File: src/rtl/fp_exception_unit_if.sv
// Handshake and data bundle for fp_exception_unit.
// master = producer/consumer side (testbench or host), slave = the unit.
interface fp_exception_unit_if #(
  parameter int EXP_W = 4,
  parameter int MAN_W = 3,
  parameter int CNT_W = 8
);
  localparam int W = 1 + EXP_W + MAN_W;

  // request side
  logic             IN_VALID;
  logic             IN_READY;
  logic [1:0]       FP_OPERATION;
  logic [W-1:0]     OP_A;
  logic [W-1:0]     OP_B;

  // result side
  logic             OUT_VALID;
  logic             OUT_READY;
  logic             OP_IS_EXCEPTION;
  logic             FLAG_INVALID;
  logic             FLAG_DIVZERO;
  logic             FLAG_NAN_IN;
  logic [W-1:0]     RESULT_DEFAULT;

  // accumulated status
  logic             CLR_STICKY;
  logic [2:0]       STICKY_FLAGS;
  logic [CNT_W-1:0] EXC_COUNT;

  modport master (
    output IN_VALID, FP_OPERATION, OP_A, OP_B, OUT_READY, CLR_STICKY,
    input  IN_READY, OUT_VALID, OP_IS_EXCEPTION, FLAG_INVALID, FLAG_DIVZERO,
           FLAG_NAN_IN, RESULT_DEFAULT, STICKY_FLAGS, EXC_COUNT
  );

  modport slave (
    input  IN_VALID, FP_OPERATION, OP_A, OP_B, OUT_READY, CLR_STICKY,
    output IN_READY, OUT_VALID, OP_IS_EXCEPTION, FLAG_INVALID, FLAG_DIVZERO,
           FLAG_NAN_IN, RESULT_DEFAULT, STICKY_FLAGS, EXC_COUNT
  );
endinterface

File: src/rtl/fp_exception_unit.sv
// Floating-point exception classifier: flags invalid / divide-by-zero /
// NaN-input for add, sub, mul and div, produces the default result, and
// keeps sticky flags plus a saturating exception counter. One-deep
// registered output stage with valid/ready handshake.
module fp_exception_unit #(
  parameter int EXP_W = 4,
  parameter int MAN_W = 3,
  parameter int CNT_W = 8
) (
  input  logic                 CLK,
  input  logic                 RST,
  fp_exception_unit_if.slave   bus
);

  localparam int W = 1 + EXP_W + MAN_W;

  typedef enum logic [1:0] {
    OP_ADD = 2'b00,
    OP_SUB = 2'b01,
    OP_MUL = 2'b10,
    OP_DIV = 2'b11
  } op_e;

  typedef enum logic {
    S_EMPTY,
    S_FULL
  } state_e;

  state_e state_q, state_d;

  logic in_ready;
  logic out_valid;
  logic accept;

  // operand fields and classes
  logic             sign_a, sign_b;
  logic [EXP_W-1:0] exp_a, exp_b;
  logic [MAN_W-1:0] man_a, man_b;
  logic             a_nan, a_inf, a_zero, a_fin;
  logic             b_nan, b_inf, b_zero, b_fin;

  // combinational classification of the presented transaction
  logic             nan_in_c;
  logic             invalid_c;
  logic             divzero_c;
  logic             inv_raw;
  logic [W-1:0]     result_c;
  logic [W-1:0]     qnan_c;
  logic [W-1:0]     inf_c;
  op_e              op;

  // registered result stage
  logic             flag_invalid_q;
  logic             flag_divzero_q;
  logic             flag_nan_q;
  logic [W-1:0]     result_q;

  // accumulated status
  logic [2:0]       sticky_q;
  logic [2:0]       sticky_base;
  logic [2:0]       new_flags;
  logic [CNT_W-1:0] cnt_q;
  logic [CNT_W-1:0] cnt_base;

  // Operand field extraction and class decode
  always_comb begin
    sign_a = bus.OP_A[W-1];
    sign_b = bus.OP_B[W-1];
    exp_a  = bus.OP_A[W-2 -: EXP_W];
    exp_b  = bus.OP_B[W-2 -: EXP_W];
    man_a  = bus.OP_A[MAN_W-1:0];
    man_b  = bus.OP_B[MAN_W-1:0];

    a_nan  = (&exp_a) && (|man_a);
    a_inf  = (&exp_a) && !(|man_a);
    a_zero = !(|exp_a) && !(|man_a);
    a_fin  = !a_nan && !a_inf && !a_zero;

    b_nan  = (&exp_b) && (|man_b);
    b_inf  = (&exp_b) && !(|man_b);
    b_zero = !(|exp_b) && !(|man_b);
    b_fin  = !b_nan && !b_inf && !b_zero;
  end

  // Exception rules per operation; a NaN input masks the other two flags
  always_comb begin
    op       = op_e'(bus.FP_OPERATION);
    nan_in_c = a_nan || b_nan;
    inv_raw  = 1'b0;
    divzero_c = 1'b0;
    case (op)
      OP_ADD: inv_raw = a_inf && b_inf && (sign_a != sign_b);
      OP_SUB: inv_raw = a_inf && b_inf && (sign_a == sign_b);
      OP_MUL: inv_raw = (a_zero && b_inf) || (a_inf && b_zero);
      OP_DIV: begin
        inv_raw   = (a_zero && b_zero) || (a_inf && b_inf);
        divzero_c = b_zero && a_fin && !nan_in_c;
      end
      default: inv_raw = 1'b0;
    endcase
    invalid_c = inv_raw && !nan_in_c;
  end

  // Default result: canonical quiet NaN, signed infinity, or zero
  always_comb begin
    qnan_c               = '0;
    qnan_c[W-2 -: EXP_W] = '1;
    qnan_c[MAN_W-1]      = 1'b1;

    inf_c                = '0;
    inf_c[W-2 -: EXP_W]  = '1;
    inf_c[W-1]           = sign_a ^ sign_b;

    if (invalid_c || nan_in_c) begin
      result_c = qnan_c;
    end else if (divzero_c) begin
      result_c = inf_c;
    end else begin
      result_c = '0;
    end
  end

  // Output-stage occupancy register
  always_ff @(posedge CLK) begin
    if (RST) begin
      state_q <= S_EMPTY;
    end else begin
      state_q <= state_d;
    end
  end

  // Next occupancy: fill on accept, drain on consume without refill
  always_comb begin
    state_d = state_q;
    case (state_q)
      S_EMPTY: if (accept) state_d = S_FULL;
      S_FULL:  if (bus.OUT_READY && !accept) state_d = S_EMPTY;
      default: state_d = S_EMPTY;
    endcase
  end

  // Handshake outputs derived from occupancy
  always_comb begin
    out_valid = (state_q == S_FULL);
    in_ready  = (state_q == S_EMPTY) || bus.OUT_READY;
    accept    = bus.IN_VALID && in_ready;
  end

  // Result registers load only on an accepted transfer
  always_ff @(posedge CLK) begin
    if (RST) begin
      flag_invalid_q <= 1'b0;
      flag_divzero_q <= 1'b0;
      flag_nan_q     <= 1'b0;
      result_q       <= '0;
    end else if (accept) begin
      flag_invalid_q <= invalid_c;
      flag_divzero_q <= divzero_c;
      flag_nan_q     <= nan_in_c;
      result_q       <= result_c;
    end
  end

  // Clear is applied before the new transaction is folded in, so a
  // same-cycle clear and exception leaves exactly that exception recorded.
  always_comb begin
    sticky_base = bus.CLR_STICKY ? 3'b000 : sticky_q;
    cnt_base    = bus.CLR_STICKY ? '0 : cnt_q;
    new_flags   = accept ? {nan_in_c, divzero_c, invalid_c} : 3'b000;
  end

  // Sticky flags and saturating exception counter
  always_ff @(posedge CLK) begin
    if (RST) begin
      sticky_q <= 3'b000;
      cnt_q    <= '0;
    end else if (bus.CLR_STICKY || accept) begin
      sticky_q <= sticky_base | new_flags;
      if ((|new_flags) && (cnt_base != '1)) begin
        cnt_q <= cnt_base + CNT_W'(1);
      end else begin
        cnt_q <= cnt_base;
      end
    end
  end

  assign bus.IN_READY        = in_ready;
  assign bus.OUT_VALID       = out_valid;
  assign bus.FLAG_INVALID    = flag_invalid_q;
  assign bus.FLAG_DIVZERO    = flag_divzero_q;
  assign bus.FLAG_NAN_IN     = flag_nan_q;
  assign bus.OP_IS_EXCEPTION = flag_invalid_q | flag_divzero_q | flag_nan_q;
  assign bus.RESULT_DEFAULT  = result_q;
  assign bus.STICKY_FLAGS    = sticky_q;
  assign bus.EXC_COUNT       = cnt_q;

endmodule

File: src/flat_wrapper.sv
// flat-port wrapper written by rule: the top's interface ports become plain ports
module fp_exception_unit_flat 
#(
  parameter int EXP_W = 4,
  parameter int MAN_W = 3,
  parameter int CNT_W = 8
)
  (CLK, RST, bus_IN_VALID, bus_FP_OPERATION, bus_OP_A, bus_OP_B, bus_OUT_READY, bus_CLR_STICKY, bus_IN_READY, bus_OUT_VALID, bus_OP_IS_EXCEPTION, bus_FLAG_INVALID, bus_FLAG_DIVZERO, bus_FLAG_NAN_IN, bus_RESULT_DEFAULT, bus_STICKY_FLAGS, bus_EXC_COUNT);
  fp_exception_unit_if #(.EXP_W(EXP_W), .MAN_W(MAN_W), .CNT_W(CNT_W)) bus_i ();
  input  logic CLK;
  input  logic RST;
  input wire logic [$bits(bus_i.IN_VALID)-1:0] bus_IN_VALID;
  input wire logic [$bits(bus_i.FP_OPERATION)-1:0] bus_FP_OPERATION;
  input wire logic [$bits(bus_i.OP_A)-1:0] bus_OP_A;
  input wire logic [$bits(bus_i.OP_B)-1:0] bus_OP_B;
  input wire logic [$bits(bus_i.OUT_READY)-1:0] bus_OUT_READY;
  input wire logic [$bits(bus_i.CLR_STICKY)-1:0] bus_CLR_STICKY;
  output wire logic [$bits(bus_i.IN_READY)-1:0] bus_IN_READY;
  output wire logic [$bits(bus_i.OUT_VALID)-1:0] bus_OUT_VALID;
  output wire logic [$bits(bus_i.OP_IS_EXCEPTION)-1:0] bus_OP_IS_EXCEPTION;
  output wire logic [$bits(bus_i.FLAG_INVALID)-1:0] bus_FLAG_INVALID;
  output wire logic [$bits(bus_i.FLAG_DIVZERO)-1:0] bus_FLAG_DIVZERO;
  output wire logic [$bits(bus_i.FLAG_NAN_IN)-1:0] bus_FLAG_NAN_IN;
  output wire logic [$bits(bus_i.RESULT_DEFAULT)-1:0] bus_RESULT_DEFAULT;
  output wire logic [$bits(bus_i.STICKY_FLAGS)-1:0] bus_STICKY_FLAGS;
  output wire logic [$bits(bus_i.EXC_COUNT)-1:0] bus_EXC_COUNT;
  assign bus_i.IN_VALID = bus_IN_VALID;
  assign bus_i.FP_OPERATION = bus_FP_OPERATION;
  assign bus_i.OP_A = bus_OP_A;
  assign bus_i.OP_B = bus_OP_B;
  assign bus_i.OUT_READY = bus_OUT_READY;
  assign bus_i.CLR_STICKY = bus_CLR_STICKY;
  assign bus_IN_READY = bus_i.IN_READY;
  assign bus_OUT_VALID = bus_i.OUT_VALID;
  assign bus_OP_IS_EXCEPTION = bus_i.OP_IS_EXCEPTION;
  assign bus_FLAG_INVALID = bus_i.FLAG_INVALID;
  assign bus_FLAG_DIVZERO = bus_i.FLAG_DIVZERO;
  assign bus_FLAG_NAN_IN = bus_i.FLAG_NAN_IN;
  assign bus_RESULT_DEFAULT = bus_i.RESULT_DEFAULT;
  assign bus_STICKY_FLAGS = bus_i.STICKY_FLAGS;
  assign bus_EXC_COUNT = bus_i.EXC_COUNT;
  fp_exception_unit #(.EXP_W(EXP_W), .MAN_W(MAN_W), .CNT_W(CNT_W)) u_core (.CLK(CLK), .RST(RST), .bus(bus_i));
endmodule
File: config.mk
export PLATFORM = sky130hd
export DESIGN_NAME = fp_exception_unit_flat
export DESIGN_NICKNAME = d
export VERILOG_FILES = /design/src/rtl/fp_exception_unit_if.sv /design/src/rtl/fp_exception_unit.sv /design/src/flat_wrapper.sv
export SDC_FILE = /design/constraint.sdc
export NUM_CORES = 1
export LEC_CHECK = 0
export CAP_MARGIN = 0
export CORE_MARGIN = 2
export CORE_UTILIZATION = 54
export DETAILED_ROUTE_END_ITERATION = 8
export DONT_BUFFER_PORTS = 1
export HOLD_SLACK_MARGIN = 0.05
export PLACE_DENSITY = 0.71
export SLEW_MARGIN = 30
export SYNTH_ARGS = -nofsm -noshare
export SYNTH_HDL_FRONTEND = slang
export SYNTH_SLANG_ARGS = --single-unit
File: constraint.sdc
create_clock -name CLK -period 7.94 [get_ports CLK]
set_input_delay 1.191 -clock CLK [delete_from_list [all_inputs] [get_ports CLK]]
set_output_delay 1.191 -clock CLK [all_outputs]
set_load 0.01 [all_outputs]
---- Yosys cells after proc, flatten, opt, wreduce, memory -nomap -nowiden ----
Cells that the tools add are included.
word-level totals
  bits in read-only memories .............. 0
  output and inout bits ................... 25
  bits in latches ......................... 0
  memory bits (writable) .................. 0
  memories ................................ 0
  input bits .............................. 23
  bits in registers ....................... 23
operators by class
  multiplexer cells ....................... 11
  equal/unequal tests ..................... 6
  reduce and logical (&&, ||, !) cells .... 43
  $mul .................................... 0
  bitwise operators ....................... 5
  $add $sub $neg .......................... 1
  shift operators ......................... 0
  order comparisons ....................... 0
  divide/modulo/power cells ............... 0
operators by type and width
  kind                                           number
  two-way mux 8 bit                              4
  logical AND 1 bit                              20
  zero test 1 bit                                9
  OR reduction 3 bit                             3
  adder 8 x 1 -> 8 bit, second input constant    1
  inequality test 8 bit, second input constant   1
  AND reduction 4 bit                            2
  OR reduction 4 bit                             2
  logical OR 1 bit                               6
  two-way mux 3 bit                              2
  == test 2 bit, second input constant           2
  one-hot mux 1 bit (4 select lines)             1
  two-way mux 1 bit                              3
  bitwise OR 3 bit                               1
  == test 2 x 1 -> 1 bit, second input constant  1
  zero test 2 bit                                1
  bitwise OR 1 bit                               2
  one-hot mux 1 bit (2 select lines)             1
  == test 1 bit                                  1
  inequality test 1 bit                          1
  NOT 1 bit                                      1
  bitwise XOR 1 bit                              1

---- Longest topological paths before layout ----
Gate-level depths: netlist of the first run.
  word-level depth ........................ 13
  depth in mapped cells ................... 8

---- Worst setup path after synthesis of the first run ----
Ideal clock, no wire load.
  path kind ............................... input-to-reg
  start point ............................. input bus_OP_B[4]
  end point ............................... register u_core.cnt_q[7] (netlist: u_core.bus.EXC_COUNT[7])
  data arrival time ....................... 3.496 ns
  cell stages on the path ................. 8
  library setup time ...................... 0.070 ns
  slack ................................... 4.373 ns
  cell sequence ........................... or4_4 > o32a_1 > or3b_1 > and3_1 > and2_4 > buf_6 > or4_1 > a21oi_1
on the way
  cells in the longest elaborated chain, start to end .. 11
RTL lines
  item                                         RTL line                                          RTL
  start, declared                              flat_wrapper.sv:15                                input wire logic [$bits(bus_i.OP_B)-1:0] bus_OP_B;
  OR reduction 4 bit                           fp_exception_unit.sv:81                           b_zero = !(|exp_b) && !(|man_b);
  zero test 1 bit                              fp_exception_unit.sv:81
  logical AND 1 bit                            fp_exception_unit.sv:81
  logical AND 1 bit, on equally long branches  fp_exception_unit.sv:96, fp_exception_unit.sv:94
  logical OR 1 bit, on equally long branches   fp_exception_unit.sv:96, fp_exception_unit.sv:94
  one-hot mux 1 bit (4 select lines)           fp_exception_unit.sv:91                           case (op)
  logical AND 1 bit                            fp_exception_unit.sv:101                          invalid_c = inv_raw && !nan_in_c;
  two-way mux 3 bit *                          fp_exception_unit.sv:169                          new_flags = accept ? {nan_in_c, divzero_c, invalid_c} : 3'b000;
  OR reduction 3 bit *                         fp_exception_unit.sv:179                          if ((|new_flags) && (cnt_base != '1)) begin
  logical AND 1 bit *                          fp_exception_unit.sv:179
  two-way mux 8 bit *                          fp_exception_unit.sv:179
  end signal, assigned                         fp_exception_unit.sv:180                          cnt_q <= cnt_base + CNT_W'(1);
  end signal, assigned                         fp_exception_unit.sv:182                          cnt_q <= cnt_base;
  end, declared                                fp_exception_unit.sv:62                           logic [CNT_W-1:0] cnt_q;
Every way passes the cells marked *; elsewhere a longest branch is shown, timed or not.
A chain may end at the register's enable or synchronous reset.

---- Final worst setup path of the first run ----
Ends and elaborated chain as after synthesis.

==> results of run 1 <==
==> flip-flops by register name (all words and copies together), names as in the netlist <==
signal	flops
u_core.bus.FLAG_NAN_IN	1
u_core.bus.FLAG_INVALID	1
u_core.bus.OUT_VALID	1
u_core.bus.STICKY_FLAGS	3
u_core.bus.EXC_COUNT	8
u_core.bus.FLAG_DIVZERO	1
u_core.bus.RESULT_DEFAULT	3
==> cells in the mapped netlist (2+ instances only) <==
master / n / share of area
sky130_fd_sc_hd__nor2_1: 7 / 0.026
sky130_fd_sc_hd__clkbuf_1: 2 / 0.0073
sky130_fd_sc_hd__inv_1: 4 / 0.015
sky130_fd_sc_hd__and3_1: 4 / 0.024
sky130_fd_sc_hd__nand3_1: 6 / 0.029
sky130_fd_sc_hd__a21oi_1: 13 / 0.063
sky130_fd_sc_hd__dfxtp_1: 18 / 0.35
sky130_fd_sc_hd__or3_1: 3 / 0.018
sky130_fd_sc_hd__nand4_1: 4 / 0.024
sky130_fd_sc_hd__nand2_1: 16 / 0.059
sky130_fd_sc_hd__mux2_2: 3 / 0.033
sky130_fd_sc_hd__o21ai_0: 5 / 0.024
sky130_fd_sc_hd__o41ai_1: 2 / 0.017
sky130_fd_sc_hd__buf_4: 5 / 0.037
sky130_fd_sc_hd__nor2b_1: 5 / 0.030
sky130_fd_sc_hd__o22ai_1: 2 / 0.012
sky130_fd_sc_hd__and4_1: 2 / 0.017
sky130_fd_sc_hd__nor3_1: 4 / 0.020
sky130_fd_sc_hd__or4_1: 2 / 0.015
==> routing by layer <==
layer / track usage / wire length (µm) / vias to the layer above
li1: - / - / 468
met1: 0.208 / 860 / 444
met2: 0.378 / 1150 / 62
met3: 0.0642 / 215 / 12
met4: 0.157 / 95 / 0
met5: 0 / 0 / -
==> final cells by class <==
type | count | area (µm²) | share of cell area
inverter | 4 | 15.0 | 0.0144
clock buffer | 4 | 36.3 | 0.0349
tap | 25 | 31.3 | 0.0300
multi-input combinational | 100 | 598 | 0.575
sequential | 18 | 360 | 0.346
==> power by group through the flow <==
stage                     Clock (W)  Sequential [W]  Combinational (W)
after CTS                 0.0000577       0.0000948          0.0000115
after global routing      0.0000616       0.0000950          0.0000132
after global placement            0       0.0000968          0.0000112
after floorplan                   0       0.0000957          0.0000138
after detailed placement          0       0.0000968          0.0000115
final                     0.0000555       0.0000947          0.0000116
==> worst min path at each step <==
stage,from,to,slack [ns],cells past startpoint
global placement,u_core.bus.STICKY_FLAGS[1]$_SDFFE_PP0P_,u_core.bus.STICKY_FLAGS[1]$_SDFFE_PP0P_,0.49,2
global route,u_core.bus.STICKY_FLAGS[0]$_SDFFE_PP0P_,u_core.bus.STICKY_FLAGS[0]$_SDFFE_PP0P_,0.53,2
detailed placement,u_core.bus.STICKY_FLAGS[0]$_SDFFE_PP0P_,u_core.bus.STICKY_FLAGS[0]$_SDFFE_PP0P_,0.49,2
finish,u_core.bus.STICKY_FLAGS[2]$_SDFFE_PP0P_,u_core.bus.STICKY_FLAGS[2]$_SDFFE_PP0P_,0.50,2
CTS,u_core.bus.STICKY_FLAGS[0]$_SDFFE_PP0P_,u_core.bus.STICKY_FLAGS[0]$_SDFFE_PP0P_,0.50,2
floorplan,u_core.bus.STICKY_FLAGS[0]$_SDFFE_PP0P_,u_core.bus.STICKY_FLAGS[0]$_SDFFE_PP0P_,0.48,2
==> stage by stage <==
stage	cell area (µm²)	setup WS (ns)	hold WS, ns	instances	utilization
after CTS	1040	4.70	0.503	151	0.590
after global routing	1040	4.63	0.531	151	0.590
after global placement	1000	4.42	0.490	147	0.570
after floorplan	1030	4.37	0.481	130	-
final	1040	4.68	0.502	151	0.590
after detailed placement	1000	4.40	0.489	147	0.570
==> worst max-delay path: cells and delay by family <==
kind | cells | cell delay (ns)
and+or+nand+nor | 5 | 1.77
AOI/OAI and AO/OA | 2 | 0.52
==> logic make-up (layout without fill, tap and decap cells) <==
group	count (synthesis)	in the layout	synth area share
AOI/OAI and AO/OA	31	31	0.187
xor gates and xnor gates	1	1	0.00854
adders and majority gates	1	1	0.0122
buffers and inverters	12	8	0.0695
DFF	18	18	0.351
muxes	4	4	0.0427
other	1	2	0.00366
and+or+nand+nor	61	61	0.326
==> impl_metrics.xml, run 1 <==
<?xml version="1.0" encoding="UTF-8"?>
<metrics>
  <group name="clocking">
    <metric name="clock_tree.root_cell" unit="">sky130_fd_sc_hd__clkbuf_4</metric>
    <metric name="holdBufCountCts" unit="">0</metric>
    <metric name="cts_setup_buffers" unit="">0</metric>
    <metric name="post_cts.resized_instances" unit="">0</metric>
    <metric name="clock_tree_from_tritoncts" unit="">done</metric>
    <metric name="clkSinkCount" unit="">18</metric>
    <metric name="cts_made_buffers" unit="">3</metric>
    <metric name="insertion_delay" unit="ns">0.29</metric>
    <metric name="cts_htree_levels" unit="">1</metric>
    <metric name="cts-root-to-sink-buffers" unit="">2</metric>
    <metric name="clk_pin_slew" unit="ns">0.11</metric>
  </group>
  <group name="setup_path">
    <metric name="r2r_end" unit="">u_core.bus.EXC_COUNT[7]$_SDFFE_PP0P_</metric>
    <metric name="critical_path.endpoint" unit="">u_core.bus.EXC_COUNT[7]$_SDFFE_PP0P_</metric>
    <metric name="worst_setup_path_end_kind" unit="">register</metric>
    <metric name="r2r_cells" unit="">7</metric>
    <metric name="critPathLaunch" unit="">bus_OP_B[4]</metric>
    <metric name="r2r_setup_slack" unit="ns">5.71</metric>
    <metric name="critPathMaxStageDelay" unit="ns">0.54</metric>
    <metric name="critical_path_arrival" unit="ns">3.49</metric>
    <metric name="worst_ep_required_time" unit="ns">8.17</metric>
    <metric name="worst-setup-path-type" unit="">in2reg</metric>
    <metric name="worstReg2RegStart" unit="">u_core.bus.OUT_VALID$_SDFF_PP0_</metric>
    <metric name="critical_path.startpoint_type" unit="">input pin</metric>
    <metric name="critical_path.max_fanout" unit="">10</metric>
    <metric name="cp_cell_sequence" unit="">or4_4 &gt; o32a_1 &gt; or3b_1 &gt; and3_1 &gt; and2_4 &gt; or4_1 &gt; a21oi_1</metric>
    <metric name="cp_slowest_cell" unit="">sky130_fd_sc_hd__or4_4</metric>
  </group>
  <group name="global_route">
    <metric name="all_layer_global_routing_usage" unit="">0.213</metric>
    <metric name="grt_max_degree" unit="">20</metric>
    <metric name="grt_antenna_before_repair" unit="">0</metric>
    <metric name="grt_pass1_wl" unit="µm">3330</metric>
    <metric name="global_route.overflow_total" unit="">0</metric>
    <metric name="grt_pass1_vias" unit="">861</metric>
  </group>
  <group name="power">
    <metric name="power_frac_comb" unit="">0.072</metric>
    <metric name="sequentialPowerShare" unit="">0.585</metric>
    <metric name="cellInternalPower" unit="W">0.000124</metric>
    <metric name="post-layout-total-power" unit="W">0.000162</metric>
    <metric name="power_frac_clock" unit="">0.343</metric>
    <metric name="power_per_cell_area" unit="mW/mm²">155</metric>
    <metric name="switching_part_of_the_total_power" unit="">0.231</metric>
    <metric name="irDropWorstVdd" unit="mV">0.0866</metric>
    <metric name="netSwitchingPower" unit="W">0.0000374</metric>
    <metric name="power.leakage" unit="nW">0.375</metric>
  </group>
  <group name="yosys">
    <metric name="post_synth.cell_area_avg" unit="µm²">7.95</metric>
    <metric name="syn_area" unit="mm²">0.00103</metric>
    <metric name="dominantRegCellSynth" unit="">sky130_fd_sc_hd__dfxtp_1</metric>
    <metric name="synth_async_sr_flop_share" unit="">0</metric>
    <metric name="synth-seq-area-share" unit="">0.351</metric>
    <metric name="yosysWarnings" unit="">0</metric>
    <metric name="syn-instance-count" unit="">129</metric>
    <metric name="post_synth_edffs" unit="">0</metric>
    <metric name="yosysUniqueCellTypes" unit="">41</metric>
    <metric name="synth_seq_cells" unit="">18</metric>
  </group>
  <group name="layout">
    <metric name="layout.cells.most_common_list" unit="">18 x sky130_fd_sc_hd__dfxtp_1, 16 x sky130_fd_sc_hd__nand2_1, 13 x sky130_fd_sc_hd__a21oi_1</metric>
    <metric name="post_route_cells_drive_above_1_share" unit="">0.0794</metric>
    <metric name="antenna_cells" unit="">0</metric>
    <metric name="area_delta_synth_final" unit="%">1.46</metric>
    <metric name="final_common_cell" unit="">sky130_fd_sc_hd__dfxtp_1</metric>
    <metric name="layout.filler_cells" unit="">186</metric>
    <metric name="nNetsFinal" unit="">151</metric>
  </group>
  <group name="sta">
    <metric name="worst_clk_skew" unit="ns">0.0102</metric>
    <metric name="timing.setup.tns" unit="ns">0</metric>
    <metric name="post_route_fraction_of_the_period_consumed_by_the_critical_path" unit="">0.410</metric>
    <metric name="maxClockFrequency" unit="MHz">307</metric>
    <metric name="final.min_clock_period" unit="ns">3.26</metric>
    <metric name="timing_max_transition_violations_final" unit="">0</metric>
    <metric name="unrepaired_setup_endpoints_after_global_routing" unit="">no</metric>
    <metric name="setup-violations-final" unit="">0</metric>
    <metric name="final_hold_viol_count" unit="">0</metric>
  </group>
  <group name="die">
    <metric name="fp.dieArea" unit="mm²">0.00226</metric>
    <metric name="die_height" unit="µm">47.6</metric>
    <metric name="die_x" unit="µm">47.6</metric>
    <metric name="placementRows" unit="">15</metric>
    <metric name="core" unit="mm²">0.00176</metric>
    <metric name="pin_count" unit="">48</metric>
    <metric name="initial_utilization" unit="">0.582</metric>
  </group>
  <group name="placement">
    <metric name="dpl_hpwl" unit="µm">1790</metric>
    <metric name="gp_routability_congestion" unit="">0.817</metric>
    <metric name="placement.io_buffers" unit="">0</metric>
  </group>
  <group name="routing">
    <metric name="post-route-drc-count" unit="">0</metric>
    <metric name="wl_per_cell" unit="µm">15.4</metric>
    <metric name="first_iter_violations" unit="">19</metric>
    <metric name="drt_pass1_iterations" unit="">4</metric>
    <metric name="drt_wl_total" unit="µm">2320</metric>
    <metric name="route.vias.total" unit="">986</metric>
    <metric name="drt.antenna.violating_nets" unit="">0</metric>
    <metric name="via_per_inst" unit="">6.53</metric>
  </group>
  <group name="outcome">
    <metric name="outcome" unit="">complete, no violations</metric>
  </group>
  <group name="flow_run">
    <metric name="max_cap_viol_count" unit="">0</metric>
  </group>
  <group name="min_path">
    <metric name="hold_class" unit="">reg2reg</metric>
  </group>
</metrics>
No activity file was read; power rests on OpenSTA's default activity.
==> inputs of run 2 (changes only) <==
--- a/config.mk
+++ b/config.mk
@@ -11,7 +11,7 @@
 export DETAILED_ROUTE_END_ITERATION = 8
 export DONT_BUFFER_PORTS = 1
 export HOLD_SLACK_MARGIN = 0.05
-export PLACE_DENSITY = 0.71
+export PLACE_DENSITY = 0.74
 export SLEW_MARGIN = 30
 export SYNTH_ARGS = -nofsm -noshare
 export SYNTH_HDL_FRONTEND = slang
==> constraint.sdc (replaced) <==
create_clock -name CLK -period 2.7 [get_ports CLK]
set_input_delay 0.405 -clock CLK [delete_from_list [all_inputs] [get_ports CLK]]
set_output_delay 0.405 -clock CLK [all_outputs]
set_load 0.01 [all_outputs]
==> impl_metrics.xml, run 2 (same netlist as run 1, synthesis figures left out) <==
<?xml version="1.0" encoding="UTF-8"?>
<metrics>
  <group name="clocking">
    <metric name="cts-root-to-sink-buffers" unit="">2</metric>
    <metric name="insertion_delay" unit="ns">0.30</metric>
    <metric name="clk_pin_slew" unit="ns">0.11</metric>
    <metric name="cts_setup_buffers" unit="">0</metric>
    <metric name="holdBufCountCts" unit="">0</metric>
    <metric name="cts_made_buffers" unit="">3</metric>
    <metric name="clkSinkCount" unit="">18</metric>
    <metric name="post_cts.resized_instances" unit="">0</metric>
    <metric name="clock_tree.root_cell" unit="">sky130_fd_sc_hd__clkbuf_4</metric>
    <metric name="cts_htree_levels" unit="">1</metric>
    <metric name="clock_tree_from_tritoncts" unit="">done</metric>
  </group>
  <group name="die">
    <metric name="fp.dieArea" unit="mm²">0.00226</metric>
    <metric name="pin_count" unit="">48</metric>
    <metric name="die_height" unit="µm">47.6</metric>
    <metric name="initial_utilization" unit="">0.582</metric>
    <metric name="placementRows" unit="">15</metric>
    <metric name="core" unit="mm²">0.00176</metric>
    <metric name="die_x" unit="µm">47.6</metric>
  </group>
  <group name="outcome">
    <metric name="outcome" unit="">complete, no violations</metric>
  </group>
  <group name="layout">
    <metric name="layout.cells.most_common_list" unit="">18 x sky130_fd_sc_hd__dfxtp_1, 16 x sky130_fd_sc_hd__nand2_1, 13 x sky130_fd_sc_hd__a21oi_1</metric>
    <metric name="nNetsFinal" unit="">152</metric>
    <metric name="final_common_cell" unit="">sky130_fd_sc_hd__dfxtp_1</metric>
    <metric name="non_filler_instances" unit="">152</metric>
    <metric name="area_delta_synth_final" unit="%">2.56</metric>
    <metric name="largest_reg_flops" unit="">8</metric>
    <metric name="post_route_cells_drive_above_1_share" unit="">0.0945</metric>
    <metric name="antenna_cells" unit="">0</metric>
  </group>
  <group name="power">
    <metric name="cellInternalPower" unit="W">0.000367</metric>
    <metric name="switching_part_of_the_total_power" unit="">0.242</metric>
    <metric name="sequentialPowerShare" unit="">0.575</metric>
    <metric name="netSwitchingPower" unit="W">0.000117</metric>
    <metric name="power_per_cell_area" unit="mW/mm²">460</metric>
    <metric name="power_frac_comb" unit="">0.074</metric>
    <metric name="power.leakage" unit="nW">0.382</metric>
    <metric name="irDropWorstVdd" unit="mV">0.232</metric>
    <metric name="power_frac_clock" unit="">0.351</metric>
  </group>
  <group name="routing">
    <metric name="drt.antenna.violating_nets" unit="">0</metric>
    <metric name="route.vias.total" unit="">944</metric>
    <metric name="first_iter_violations" unit="">21</metric>
    <metric name="via_per_inst" unit="">6.21</metric>
    <metric name="wl_per_cell" unit="µm">14.6</metric>
    <metric name="drt_pass1_iterations" unit="">4</metric>
    <metric name="drt_wl_total" unit="µm">2220</metric>
    <metric name="post-route-drc-count" unit="">0</metric>
  </group>
  <group name="setup_path">
    <metric name="r2r_setup_slack" unit="ns">0.55</metric>
    <metric name="critical_path.max_fanout" unit="">10</metric>
    <metric name="worst_setup_path_end_kind" unit="">register</metric>
    <metric name="r2r_end" unit="">u_core.bus.EXC_COUNT[3]$_SDFFE_PP0P_</metric>
    <metric name="r2r_cells" unit="">7</metric>
    <metric name="critPathTopFamily" unit="">simple AND/OR/NAND/NOR gates</metric>
    <metric name="worst_ep_required_time" unit="ns">2.94</metric>
    <metric name="worstReg2RegStart" unit="">u_core.bus.OUT_VALID$_SDFF_PP0_</metric>
    <metric name="critPathMaxStageDelay" unit="ns">0.51</metric>
    <metric name="worst-setup-path-type" unit="">in2reg</metric>
    <metric name="critical_path.startpoint_type" unit="">input pin</metric>
    <metric name="worst-path-buf-inv" unit="">0</metric>
    <metric name="critical_path_arrival" unit="ns">2.57</metric>
    <metric name="cp_cell_sequence" unit="">or4_4 &gt; o32a_1 &gt; or3b_1 &gt; and3_1 &gt; and2_4 &gt; or3_2 &gt; a21oi_1</metric>
    <metric name="cp_slowest_cell" unit="">sky130_fd_sc_hd__or4_4</metric>
  </group>
  <group name="sta">
    <metric name="worst_clk_skew" unit="ns">0.00575</metric>
    <metric name="timing.setup.tns" unit="ns">0</metric>
    <metric name="setup-violations-final" unit="">0</metric>
    <metric name="final_hold_viol_count" unit="">0</metric>
    <metric name="maxClockFrequency" unit="MHz">430</metric>
    <metric name="timing_max_transition_violations_final" unit="">0</metric>
    <metric name="post_route_fraction_of_the_period_consumed_by_the_critical_path" unit="">0.861</metric>
    <metric name="final.min_clock_period" unit="ns">2.32</metric>
    <metric name="unrepaired_setup_endpoints_after_global_routing" unit="">no</metric>
  </group>
  <group name="placement">
    <metric name="dpl_hpwl" unit="µm">1720</metric>
    <metric name="gp_routability_congestion" unit="">0.890</metric>
    <metric name="placement.io_buffers" unit="">0</metric>
    <metric name="dpl.cell_count" unit="">148</metric>
  </group>
  <group name="global_route">
    <metric name="grt_pass1_vias" unit="">909</metric>
    <metric name="grt_antenna_before_repair" unit="">0</metric>
    <metric name="all_layer_global_routing_usage" unit="">0.225</metric>
    <metric name="global_route.overflow_total" unit="">0</metric>
    <metric name="grt_max_degree" unit="">20</metric>
    <metric name="grt_pass1_wl" unit="µm">3620</metric>
  </group>
  <group name="min_path">
    <metric name="endpoint_with_the_worst_hold_slack" unit="">u_core.bus.EXC_COUNT[3]$_SDFFE_PP0P_</metric>
    <metric name="min_delay_path_depth" unit="">1</metric>
    <metric name="holdCritStartpoint" unit="">RST</metric>
    <metric name="hold_class" unit="">in2reg</metric>
  </group>
  <group name="flow_run">
    <metric name="max_cap_viol_count" unit="">0</metric>
  </group>
</metrics>
run 2: how the worst max path moves through the flow:
stage,startpoint,to,cells after the start
after floorplan,bus_OP_A[4],u_core.bus.EXC_COUNT[3]$_SDFFE_PP0P_,8
after global placement,bus_OP_A[4],u_core.bus.EXC_COUNT[3]$_SDFFE_PP0P_,7
after detailed placement,bus_OP_A[4],u_core.bus.EXC_COUNT[3]$_SDFFE_PP0P_,7
after CTS,bus_OP_A[4],u_core.bus.EXC_COUNT[3]$_SDFFE_PP0P_,7
after global routing,bus_OP_A[4],u_core.bus.EXC_COUNT[3]$_SDFFE_PP0P_,7
final,bus_OP_A[4],u_core.bus.EXC_COUNT[3]$_SDFFE_PP0P_,7
run 2: per-layer routing:
layer	track usage	vias to the layer above	part of all wire
li1	-	468	-
met5	0	-	0
met1	0.271	440	0.44
met2	0.373	31	0.49
met4	0.0973	0	0.018
met3	0.0679	5	0.059
run 2: layout make-up:
| class | instances | area (µm²) |
|---|---|---|
| Clock buffer | 4 | 36.3 |
| Fill cell | 183 | 712 |
| Inverter | 4 | 15.0 |
| Multi-Input combinational cell | 100 | 602 |
| Sequential cell | 18 | 360 |
| Tap cell | 25 | 31.3 |
| Timing Repair Buffer | 1 | 7.51 |
run 2: power by group through the flow:
| stage | logic (W) | registers (W) | clock network, W |
|---|---|---|---|
| floorplan | 0.0000410 | 0.000282 | 0 |
| global placement | 0.0000346 | 0.000284 | 0 |
| detailed placement | 0.0000356 | 0.000284 | 0 |
| CTS | 0.0000358 | 0.000278 | 0.000173 |
| global route | 0.0000399 | 0.000279 | 0.000181 |
| finish | 0.0000356 | 0.000278 | 0.000170 |
run 2: through the flow:
stage / hold slack (ns) / power (W) / utilization / setup slack [ns] / cell area, µm²
after floorplan: 0.481 / 0.000323 / - / 0.0429 / 1030
after global routing: 0.148 / 0.000500 / 0.596 / 0.322 / 1050
final: 0.155 / 0.000484 / 0.596 / 0.376 / 1050
after CTS: 0.151 / 0.000487 / 0.596 / 0.374 / 1050
after global placement: 0.477 / 0.000319 / 0.576 / 0.0950 / 1020
after detailed placement: 0.479 / 0.000320 / 0.576 / 0.0562 / 1020
run 2: worst register-to-register path, delay by kind of cell (launching register included):
kind,cells,cell delay [ns]
AO/OA/AOI/OAI,1,0.14
AND/OR/NAND/NOR,6,1.59
flip-flops,1,0.36
==> inputs of run 3 (changes only) <==
--- a/config.mk
+++ b/config.mk
@@ -6,8 +6,10 @@
 export NUM_CORES = 1
 export LEC_CHECK = 0
 export CAP_MARGIN = 0
+export CELL_PAD_IN_SITES_DETAIL_PLACEMENT = 0
+export CELL_PAD_IN_SITES_GLOBAL_PLACEMENT = 1
 export CORE_MARGIN = 2
-export CORE_UTILIZATION = 54
+export CORE_UTILIZATION = 38
 export DETAILED_ROUTE_END_ITERATION = 8
 export DONT_BUFFER_PORTS = 1
 export HOLD_SLACK_MARGIN = 0.05
==> impl_metrics.xml, run 3 (same netlist as run 1, synthesis figures left out) <==
<?xml version="1.0" encoding="UTF-8"?>
<metrics>
  <group name="global_route">
    <metric name="grt_max_degree" unit="">20</metric>
    <metric name="grt_pass1_wl" unit="µm">3880</metric>
    <metric name="grt_pass1_vias" unit="">863</metric>
    <metric name="all_layer_global_routing_usage" unit="">0.152</metric>
    <metric name="global_route.overflow_total" unit="">0</metric>
    <metric name="grt_antenna_before_repair" unit="">0</metric>
  </group>
  <group name="clocking">
    <metric name="cts-root-to-sink-buffers" unit="">2</metric>
    <metric name="clk_pin_slew" unit="ns">0.11</metric>
    <metric name="clock_tree_from_tritoncts" unit="">done</metric>
    <metric name="cts_htree_levels" unit="">1</metric>
    <metric name="holdBufCountCts" unit="">0</metric>
    <metric name="clkSinkCount" unit="">18</metric>
    <metric name="cts_setup_buffers" unit="">0</metric>
    <metric name="post_cts.resized_instances" unit="">0</metric>
    <metric name="clock_tree.root_cell" unit="">sky130_fd_sc_hd__clkbuf_4</metric>
    <metric name="insertion_delay" unit="ns">0.29</metric>
    <metric name="cts_made_buffers" unit="">3</metric>
  </group>
  <group name="power">
    <metric name="irDropWorstVdd" unit="mV">0.401</metric>
    <metric name="power.leakage" unit="nW">0.382</metric>
    <metric name="netSwitchingPower" unit="W">0.000112</metric>
    <metric name="cellInternalPower" unit="W">0.000367</metric>
    <metric name="power_frac_comb" unit="">0.075</metric>
    <metric name="power_frac_clock" unit="">0.344</metric>
    <metric name="power_per_cell_area" unit="mW/mm²">452</metric>
    <metric name="switching_part_of_the_total_power" unit="">0.234</metric>
    <metric name="sequentialPowerShare" unit="">0.582</metric>
  </group>
  <group name="setup_path">
    <metric name="worst_ep_required_time" unit="ns">2.93</metric>
    <metric name="worst_setup_path_end_kind" unit="">register</metric>
    <metric name="critical_path_arrival" unit="ns">2.59</metric>
    <metric name="critical_path.startpoint_type" unit="">input pin</metric>
    <metric name="critical_path.max_fanout" unit="">10</metric>
    <metric name="worst-setup-path-type" unit="">in2reg</metric>
  </group>
  <group name="sta">
    <metric name="post_route_fraction_of_the_period_consumed_by_the_critical_path" unit="">0.873</metric>
    <metric name="maxClockFrequency" unit="MHz">424</metric>
    <metric name="timing.setup.tns" unit="ns">0</metric>
    <metric name="unrepaired_setup_endpoints_after_global_routing" unit="">no</metric>
    <metric name="final.min_clock_period" unit="ns">2.36</metric>
    <metric name="worst_clk_skew" unit="ns">0.00791</metric>
    <metric name="timing_max_transition_violations_final" unit="">0</metric>
    <metric name="final_hold_viol_count" unit="">0</metric>
    <metric name="setup-violations-final" unit="">0</metric>
  </group>
  <group name="die">
    <metric name="die_height" unit="µm">56.0</metric>
    <metric name="fp.dieArea" unit="mm²">0.00313</metric>
    <metric name="pin_count" unit="">48</metric>
    <metric name="die_x" unit="µm">56.0</metric>
    <metric name="initial_utilization" unit="">0.407</metric>
    <metric name="core" unit="mm²">0.00252</metric>
    <metric name="placementRows" unit="">18</metric>
  </group>
  <group name="routing">
    <metric name="first_iter_violations" unit="">33</metric>
    <metric name="post-route-drc-count" unit="">0</metric>
    <metric name="route.vias.total" unit="">924</metric>
    <metric name="wl_per_cell" unit="µm">14.9</metric>
    <metric name="drt_wl_total" unit="µm">2340</metric>
    <metric name="drt.antenna.violating_nets" unit="">0</metric>
    <metric name="drt_pass1_iterations" unit="">4</metric>
    <metric name="via_per_inst" unit="">5.89</metric>
  </group>
  <group name="layout">
    <metric name="post_route_cells_drive_above_1_share" unit="">0.0945</metric>
    <metric name="non_filler_instances" unit="">157</metric>
    <metric name="area_delta_synth_final" unit="%">3.17</metric>
    <metric name="final_common_cell" unit="">sky130_fd_sc_hd__dfxtp_1</metric>
    <metric name="layout.cells.most_common_list" unit="">18 x sky130_fd_sc_hd__dfxtp_1, 16 x sky130_fd_sc_hd__nand2_1, 13 x sky130_fd_sc_hd__a21oi_1</metric>
    <metric name="antenna_cells" unit="">0</metric>
    <metric name="nNetsFinal" unit="">152</metric>
    <metric name="layout.filler_cells" unit="">268</metric>
    <metric name="largest_reg_flops" unit="">8</metric>
  </group>
  <group name="min_path">
    <metric name="hold_class" unit="">in2reg</metric>
  </group>
  <group name="flow_run">
    <metric name="max_cap_viol_count" unit="">0</metric>
  </group>
  <group name="placement">
    <metric name="placement.io_buffers" unit="">0</metric>
    <metric name="dpl_hpwl" unit="µm">1810</metric>
    <metric name="gp_routability_congestion" unit="">0.806</metric>
    <metric name="dpl.cell_count" unit="">153</metric>
  </group>
  <group name="outcome">
    <metric name="outcome" unit="">complete, no violations</metric>
  </group>
</metrics>
run 3: cell counts in the layout (fill, tap and decap cells not counted):
No cell type changed its count.
run 3: final cells by class:
class                           count  area [µm²]  area share
Timing Repair Buffer                1        7.51     0.00709
Multi-Input combinational cell    100         602       0.569
Sequential cell                    18         360       0.340
Clock buffer                        4        36.3      0.0343
Tap cell                           30        37.5      0.0355
Inverter                            4        15.0      0.0142
run 3: per-stage QoR:
| step | utilization | total power [W] | hold WS (ns) | cell area (µm²) | setup slack [ns] |
|---|---|---|---|---|---|
| CTS | 0.420 | 0.000482 | 0.161 | 1060 | 0.358 |
| finish | 0.420 | 0.000479 | 0.167 | 1060 | 0.342 |
| detailed placement | 0.405 | 0.000320 | 0.479 | 1020 | 0.0647 |
| global placement | 0.405 | 0.000320 | 0.477 | 1020 | 0.0939 |
| floorplan | - | 0.000323 | 0.481 | 1030 | 0.0429 |
| global route | 0.420 | 0.000498 | 0.147 | 1060 | 0.217 |
run 3: layer usage:
metal	vias to the layer above	GRT usage	routed length, µm
met5	-	0	0
met2	27	0.255	1050
met1	428	0.186	1130
met3	2	0.0651	156
li1	467	-	-
met4	0	0.0204	11
run 3: path summary, 6_finish.rpt:
kind / endpoint / start / slack, ns / depth (start not counted)
setup / recovery: u_core.bus.EXC_COUNT[3]$_SDFFE_PP0P_ / bus_OP_A[4] / 0.34 / 7
hold / removal: u_core.bus.STICKY_FLAGS[2]$_SDFFE_PP0P_ / RST / 0.17 / 1
setup reg to reg: u_core.bus.EXC_COUNT[3]$_SDFFE_PP0P_ / u_core.bus.OUT_VALID$_SDFF_PP0_ / 0.53 / 7
hold reg to reg: u_core.bus.STICKY_FLAGS[0]$_SDFFE_PP0P_ / u_core.bus.STICKY_FLAGS[0]$_SDFFE_PP0P_ / 0.50 / 2
run 3: power by group through the flow:
stage	clock network, W	logic (W)	registers (W)
4_1_cts	0.000168	0.0000358	0.000279
3_5_place_dp	0	0.0000357	0.000285
5_1_grt	0.000178	0.0000401	0.000280
3_3_place_gp	0	0.0000353	0.000285
6_report	0.000164	0.0000357	0.000278
2_1_floorplan	0	0.0000410	0.000282
run 3: worst max-delay path, stage by stage:
cell and delay (ns):
sky130_fd_sc_hd__or4_4 0.52, sky130_fd_sc_hd__o32a_1 0.37, sky130_fd_sc_hd__or3b_1 0.36, sky130_fd_sc_hd__and3_1 0.16, sky130_fd_sc_hd__and2_4 0.17, sky130_fd_sc_hd__or3_2 0.45, sky130_fd_sc_hd__a21oi_1 0.16
